File: config.mk
export PLATFORM = sky130hd
export DESIGN_NAME = mux_share_arbiter
export DESIGN_NICKNAME = d
export VERILOG_FILES = /design/src/rtl/mux_share_arbiter.sv
export SDC_FILE = /design/constraint.sdc
export NUM_CORES = 1
export LEC_CHECK = 0
export ABC_AREA = 1
export CAP_MARGIN = 20
export CORE_ASPECT_RATIO = 1.25
export CORE_MARGIN = 4
export CORE_UTILIZATION = 41
export DETAILED_ROUTE_END_ITERATION = 6
export PLACE_DENSITY = 0.78
export SLEW_MARGIN = 10
export SYNTH_ARGS = -nofsm -noshare
export SYNTH_HDL_FRONTEND = slang
export SYNTH_SLANG_ARGS = --single-unit
export TNS_END_PERCENT = 100
File: constraint.sdc
create_clock -name clk -period 1.65 [get_ports clk]
set_input_delay 0.2475 -clock clk [delete_from_list [all_inputs] [get_ports clk]]
set_output_delay 0.2475 -clock clk [all_outputs]
set_load 0.01 [all_outputs]
File: src/rtl/mux_share_arbiter.sv
// -----------------------------------------------------------------------------
// mux_share_arbiter
//   Round-robin arbiter that owns the select of a shared 2:1 mux
//   (out_data = sel ? data_b : data_a) and grants requester A or B for a
//   bounded burst of at most MAX_BURST transfers.
//
//   The datapath and the handshake signals are combinational. Only the
//   arbitration state is registered: FSM state, beat counter, last-served
//   pointer, and the decoded grant/select outputs.
//
// Parameters
//   WIDTH      data width of both requester ports and the output
//   MAX_BURST  beats per grant before forced re-arbitration (1..15)
//
// Ports
//   clk, rst_n          clock, asynchronous active-low reset
//   valid_a/data_a      requester A beat;  ready_a  A beat accepted
//   valid_b/data_b      requester B beat;  ready_b  B beat accepted
//   out_valid/out_data  muxed output beat; out_ready consumer accepts
//   sel                 mux select (0 = A, 1 = B), holds its value in IDLE
//   gnt_a, gnt_b        current grant holder
// -----------------------------------------------------------------------------
module mux_share_arbiter #(
    parameter int WIDTH     = 8,
    parameter int MAX_BURST = 4
) (
    input  logic             clk,
    input  logic             rst_n,
    input  logic             valid_a,
    input  logic [WIDTH-1:0] data_a,
    output logic             ready_a,
    input  logic             valid_b,
    input  logic [WIDTH-1:0] data_b,
    output logic             ready_b,
    output logic             out_valid,
    output logic [WIDTH-1:0] out_data,
    input  logic             out_ready,
    output logic             sel,
    output logic             gnt_a,
    output logic             gnt_b
);

    typedef enum logic [1:0] {
        IDLE  = 2'd0,
        GNT_A = 2'd1,
        GNT_B = 2'd2
    } state_t;

    // A 4-bit counter covers the whole legal MAX_BURST range.
    localparam logic [3:0] LAST_CNT = 4'(MAX_BURST - 1);

    state_t     state_q, state_d;
    logic [3:0] cnt_q, cnt_d;
    logic       last_b_q, last_b_d;   // 1: B was served last
    logic       sel_q, gnt_a_q, gnt_b_q;

    logic       xfer;
    logic       full;
    logic       mine_v;
    logic       other_v;

    // ---------------------------------------------------------------- datapath
    assign sel       = sel_q;
    assign gnt_a     = gnt_a_q;
    assign gnt_b     = gnt_b_q;
    assign out_data  = sel_q ? data_b : data_a;
    assign out_valid = (gnt_a_q & valid_a) | (gnt_b_q & valid_b);
    assign ready_a   = gnt_a_q & out_ready;
    assign ready_b   = gnt_b_q & out_ready;

    assign xfer    = out_valid & out_ready;
    // The transfer that would take the count to MAX_BURST closes the burst.
    assign full    = xfer & (cnt_q == LAST_CNT);
    assign mine_v  = (state_q == GNT_B) ? valid_b : valid_a;
    assign other_v = (state_q == GNT_B) ? valid_a : valid_b;

    // -------------------------------------------------------------- next state
    always_comb begin
        state_d  = state_q;
        cnt_d    = cnt_q;
        last_b_d = last_b_q;
        case (state_q)
            IDLE: begin
                // On a tie, the requester not served last wins.
                if (valid_a && (!valid_b || last_b_q)) begin
                    state_d = GNT_A;
                end else if (valid_b) begin
                    state_d = GNT_B;
                end
            end
            GNT_A, GNT_B: begin
                if (full || !mine_v) begin
                    // Burst end: hand over directly if the other side waits,
                    // otherwise start a fresh burst or fall back to IDLE.
                    cnt_d    = '0;
                    last_b_d = (state_q == GNT_B);
                    if (other_v) begin
                        state_d = (state_q == GNT_B) ? GNT_A : GNT_B;
                    end else if (full) begin
                        state_d = state_q;
                    end else begin
                        state_d = IDLE;
                    end
                end else if (xfer) begin
                    cnt_d = cnt_q + 4'd1;
                end
            end
            default: begin
                state_d = IDLE;
                cnt_d   = '0;
            end
        endcase
    end

    // ------------------------------------------------------------------ state
    // Grant and select are registered, decoded from the next state so they
    // line up with state_q on every cycle.
    always_ff @(posedge clk or negedge rst_n) begin
        if (!rst_n) begin
            state_q  <= IDLE;
            cnt_q    <= '0;
            last_b_q <= 1'b1;
            sel_q    <= 1'b0;
            gnt_a_q  <= 1'b0;
            gnt_b_q  <= 1'b0;
        end else begin
            state_q  <= state_d;
            cnt_q    <= cnt_d;
            last_b_q <= last_b_d;
            gnt_a_q  <= (state_d == GNT_A);
            gnt_b_q  <= (state_d == GNT_B);
            if (state_d != IDLE) begin
                sel_q <= (state_d == GNT_B);
            end
        end
    end

endmodule

==> results of run 1 <==
path summary, 6_finish.rpt:
check                           start        to  cells after the start
min in group clk             last_b_q  last_b_q                      2
min reg2reg                  last_b_q  last_b_q                      2
max reg2reg                state_q[0]       sel                     13
min                             rst_n  cnt_q[2]                      1
max in group asynchronous       rst_n  last_b_q                      1
max                        state_q[0]       sel                     13
power breakdown:
| group | internal (mW) | leakage (nW) | switching (mW) | total [mW] |
|---|---|---|---|---|
| clock | 0.134 | 0.0210 | 0.0875 | 0.222 |
| sequential | 0.329 | 0.129 | 0.0533 | 0.382 |
| combinational | 0.507 | 0.565 | 0.643 | 1.15 |
final cells by class:
type                            instances  area share (%)
Multi-Input combinational cell         85           38.09
Clock buffer                            4           2.854
Sequential cell                        10           19.78
Tap cell                               19           1.870
Timing Repair Buffer                   43           31.69
Inverter                               19           5.709
critical path: stages (launching register included):
cell     delay, ps
dfrtp_1        370
inv_1           80
ha_2           200
inv_2           60
nand2_1        110
o21ai_4        100
nand2_2         90
nand3_1         60
nand2_1         90
inv_2           40
nand2_2         70
nand2_2         60
nand2_1         60
inv_1           30
synth_stat cells:
cell	instances	area [µm²]
a21oi_1	2	10.01
a21oi_2	1	8.760
a31oi_1	1	6.260
buf_2	1	5.000
clkbuf_1	1	3.750
clkinv_1	1	3.750
dfrtp_1	9	225.2
dfstp_2	1	26.28
ha_1	4	50.05
inv_1	13	48.80
inv_2	5	18.77
nand2_1	44	165.2
nand2_2	5	31.28
nand2_4	2	22.52
nand3_1	4	20.02
nand3_2	1	10.01
nand3_4	1	17.52
nand4_1	3	18.77
nor2_1	5	18.77
nor2_2	2	12.51
nor2_4	2	22.52
o211ai_1	1	7.510
o21ai_0	1	5.000
o21ai_1	2	10.01
o21ai_4	1	16.27
or2_2	1	6.260
xor2_1	2	17.52
metal layers:
metal	track usage [%]	wire length (µm)	up-vias	part of all wire, %
met5	0	0	-	0
met4	11.92	58	0	3.0
met3	4.348	183	6	9.5
met2	26.84	989	40	51
met1	13.57	695	375	36
li1	-	-	443	-
flip-flops by register name, indices dropped and copies added (netlist names):
name	count
cnt_q	4
state_q	2
sel	1
gnt_b	1
gnt_a	1
last_b_q	1
cells by family after synthesis:
family / after synthesis
AOI/OAI and AO/OA: 9
xor gates and xnor gates: 2
adders and majority gates: 4
buffers and inverters: 21
DFF: 10
and+or+nand+nor: 70
what timing repair did:
item,4_1_cts,5_1_grt
setup endpoints to repair,10,7
gates resized for setup,12,5
pin swaps,0,0
endpoints found under the hold margin,0,0
buffers inserted,0,1
per-stage QoR:
stage	setup slack [ps]	area, µm²	TNS [ps]	hold slack, ps	std cells
after floorplan	174.1	808.3	0	-48.09	116
after global placement	-83.51	1224	-110.4	501.2	175
after detailed placement	-102.4	1224	-187.1	514.8	175
after CTS	16.01	1249	0	296.0	179
after global routing	-0.2853	1271	-0.2853	313.5	180
final	130.2	1271	0	288.7	180
==> impl_metrics.toml, run 1 <==
[final_layout]
regArea_um2 = 251.5
multi_input_area_um2 = 484.2
fillCellCount = 166
nets = 187
area.growth.synth_to_final_pct = 57.28
layout_common_cells = "44 x nand2_1, 21 x clkdlybuf4s50_1, 12 x inv_1"
final_common_cell = "nand2_1"
antenna_cells = 0
post-route-util_pct = 69.49
drive_above_1_share_pct = 24.22

[logic_synthesis]
synth_top_family_by_area = "simple AND/OR/NAND/NOR gates"
synthMuxAreaShare_pct = 0
synth_cell_types = 27
synth-compound-area-share_pct = 7.895
synth-seq-cells = 10
syn_nets = 141
syn_area_um2 = 808.3
synth.avg_cell_area_um2 = 6.968
synth_cells = 116
ys_warn_count = 0
yosysSeqAreaShare_pct = 31.11
synthSimpleGateAreaFrac_pct = 42.72
synthAdderAreaFrac_pct = 6.192
synth_xor_area_share_pct = 2.167

[place]
gp_congestion = 0.8672
hpwl_mm = 1.658
io_buffer_count = 34

[critical_path]
path_max_fanout = 5
reg2reg_slack_ps = 130
critical_path_class = "flop to flop"
cp_data_required_time_ps = 1820
endpoint_kind = "flop"
startpoint_type = "flop"
crit_arrival_ps = 1690

[clocking]
worstSkewPairLatency_ps = 270
tritoncts = "done"
root_buffer = "clkbuf_4"
clk_path_buf_depth = 2
cts_inserted_buffers = 3
cts.sinks = 10
cts.clk_slew.worst_paths_ps = 70
cts_hold_buf = 0
cts-htree-levels = 1

[timing]
timing.final.crit_share_pct = 92.11
slew_viol_final = 0
finalCriticalPeriod_ps = 1520
setup_violations = 0
finalHoldViolCount = 0
maxSlewHeadroom_pct = 70.39
skew_ps = 0.5947
worst-slew-pin-transition_ps = 442.7
max_freq_mhz = 658.0

[drt]
num_vias = 864
dr.pass1.iters = 4
routedWlPerCell_um = 10.70
via_per_inst = 4.800
route.detailed.drc = 0
drt_iter0_markers = 8
drtAntennaViolNets = 0
wl_mm = 1.926

[global_route]
grt.overflow.total = 0
grt_pass1_vias = 814
grt_pass1_wl_mm = 3.015
grt_use_total_pct = 15.37
antenna_found_initial = 0
grt_max_degree = 11

[flow_run]
drv_cap = 0

[floorplanning]
die_y_um = 57.64
die_w_um = 47.71
num_rows = 17
ios = 35
core_um2 = 1829
initial_core_util_pct = 44.19
dieArea_um2 = 2750

[outcome]
status = "completed"

[power]
finalPower_mw = 1.753
p_leak_nw = 0.7154
peakVddDrop_mv = 0.9402
powerDensity_nw_per_um2 = 1379

[worst_hold_path]
hold_class = "primary input to asynchronous set/reset pin"
Power figures use the tool's default switching activity.
==> run 2, diff against run 1 <==
- CORE_MARGIN: 4 -> 2
==> run 2 against run 1 <==
Die area shrank 15%. Via count rose by 4.3%. Clock power is 2% higher. First-iteration DRC count increased by 13%. Register-to-register slack worse by 20 ps. Maximum frequency down 1.4%. Sequential share of layout area down 0.40 points. Core utilization increased by 2.3 points. Non-clock buffer count stayed put. Global-route usage up 4.5 points. Critical path type unchanged. Critical endpoint unchanged. Largest power group unchanged.
==> impl_metrics.toml, run 2 (synthesized netlist as in run 1, its figures left out) <==
[critical_path]
reg2reg_slack_ps = 110
path_max_fanout = 5
path_cells = "inv_2 > ha_4 > inv_2 > o21ai_4 > nand3_2 > nand3_1 > nand2_1 > nand2_2 > nand2_2 > nand2_1 > inv_1"
critical_path_class = "flop to flop"
crit_start = "state_q[0]"
endpoint_kind = "flop"
r2r_end = "sel"
endpoint = "sel"
reg2reg_depth = 11
critPathSlowestCell = "dfrtp_1"
startpoint_type = "flop"
timing.rr.start = "state_q[0]"
slowest_delay_ps = 410
crit_arrival_ps = 1720
cp_data_required_time_ps = 1830

[global_route]
grt_pass1_wl_mm = 3.408
grt_use_total_pct = 19.92
grt_max_degree = 11
antenna_found_initial = 0
grt.overflow.total = 0
grt_pass1_vias = 911

[power]
peakVddDrop_mv = 0.7460
p_leak_nw = 0.7125
p_int_mw = 0.9965
p_switching_mw = 0.8273
finalPower_mw = 1.824
p_sw_share_pct = 45.36
power_frac_clock_pct = 12.4
seqPwrFrac_pct = 21.4
combPwrFrac_pct = 66.2
powerDensity_nw_per_um2 = 1406

[final_layout]
nets = 187
drive_above_1_share_pct = 27.33
finalInstanceArea_um2 = 1297
reg_top3 = "cnt_q x4, state_q x2"
regArea_um2 = 251.5
instances_no_fill = 180
antenna_cells = 0
regMostFlops = "cnt_q"
multi_input_area_um2 = 509.2
area.growth.synth_to_final_pct = 60.53
final_common_cell = "nand2_1"
layout_common_cells = "42 x nand2_1, 22 x clkdlybuf4s50_1, 11 x inv_1"
fillCellCount = 153
largest_reg_flops = 4

[timing]
finalHoldViolCount = 0
slew_viol_final = 0
maxSlewHeadroom_pct = 70.46
setup_ws_ps = 109.0
finalSetupTns_ps = 0
skew_ps = 6.041
max_freq_mhz = 648.9
timing.final.crit_share_pct = 93.39
setup_violations = 0
worst-slew-pin-transition_ps = 441.7
finalCriticalPeriod_ps = 1541

[clocking]
root_buffer = "clkbuf_4"
cts.sinks = 10
clk_path_buf_depth = 2
cts_hold_buf = 0
cts.clk_slew.worst_paths_ps = 70
cts_inserted_buffers = 3
worstSkewPairLatency_ps = 270
tritoncts = "done"
cts-htree-levels = 1

[place]
io_buffer_count = 34
placedCellCount = 175
placed_area_um2 = 1224
gp_congestion = 0.8603
pre_cts_ws_ps = -98.02
hpwl_mm = 1.671

[floorplanning]
core_um2 = 1808
num_rows = 17
die_w_um = 43.71
initial_core_util_pct = 44.71
die_y_um = 53.64
ios = 35
dieArea_um2 = 2345

[drt]
num_vias = 901
drt_iter0_markers = 9
routedWlPerCell_um = 11.27
via_per_inst = 5.006
dr.pass1.iters = 4
wl_mm = 2.028
drtAntennaViolNets = 0
route.detailed.drc = 0

[flow_run]
drv_cap = 0

[worst_hold_path]
hold_class = "primary input to asynchronous set/reset pin"

[outcome]
status = "completed"
run 2: final cells by class:
| cell class | instances | share of cell area [%] |
|---|---|---|
| timing repair buffer | 43 | 31.15 |
| multi-input combinational | 85 | 39.25 |
| clock buffer | 4 | 2.797 |
| tap | 19 | 1.832 |
| inverter | 19 | 5.593 |
| sequential | 10 | 19.38 |
run 2: power by group through the flow:
stage	Combinational, mW	Sequential (mW)	Clock (mW)
floorplan	0.680	0.392	0
global placement	1.17	0.383	0
detailed placement	1.20	0.388	0
CTS	1.15	0.385	0.229
global route	1.35	0.402	0.239
finish	1.21	0.390	0.226
run 2: worst min path at each step:
stage	end	slack (ps)	cells past startpoint
finish	sel	280	1
global route	sel	320	1
CTS	sel	300	1
detailed placement	last_b_q	530	2
global placement	cnt_q[1]	510	2
floorplan	cnt_q[0]	-50	0
run 2: what timing repair did:
| action | CTS | global route |
|---|---|---|
| gates resized for setup | 11 | 12 |
| endpoints found under the setup margin | 10 | 9 |
| buffers inserted | 0 | 1 |
| cloned | 0 | 0 |
| pin swaps | 0 | 2 |
run 2: stage by stage:
| stage | hold slack, ps | util (%) |
|---|---|---|
| floorplan | -48.09 | - |
| global placement | 505.7 | 67.68 |
| detailed placement | 528.1 | 67.68 |
| CTS | 300.6 | 69.13 |
| global route | 315.4 | 71.76 |
| finish | 281.2 | 71.76 |
run 2: critical path: cells and delay by family, from the launching register on:
kind,cells,cell delay [ps]
buf+inv,3,180
compound gates,1,250
simple gates,6,460
fa+ha+maj,1,140
flops,1,410
run 2: per-layer routing:
metal / part of all wire (%) / vias to the layer above / wire [µm] / global-route usage [%]
met4: 1.7 / 0 / 34 / 11.62
li1: - / 448 / - / -
met5: 0 / - / 0 / 0
met1: 36 / 406 / 728 / 18.69
met3: 6.0 / 4 / 121 / 4.027
met2: 56 / 43 / 1144 / 38.97
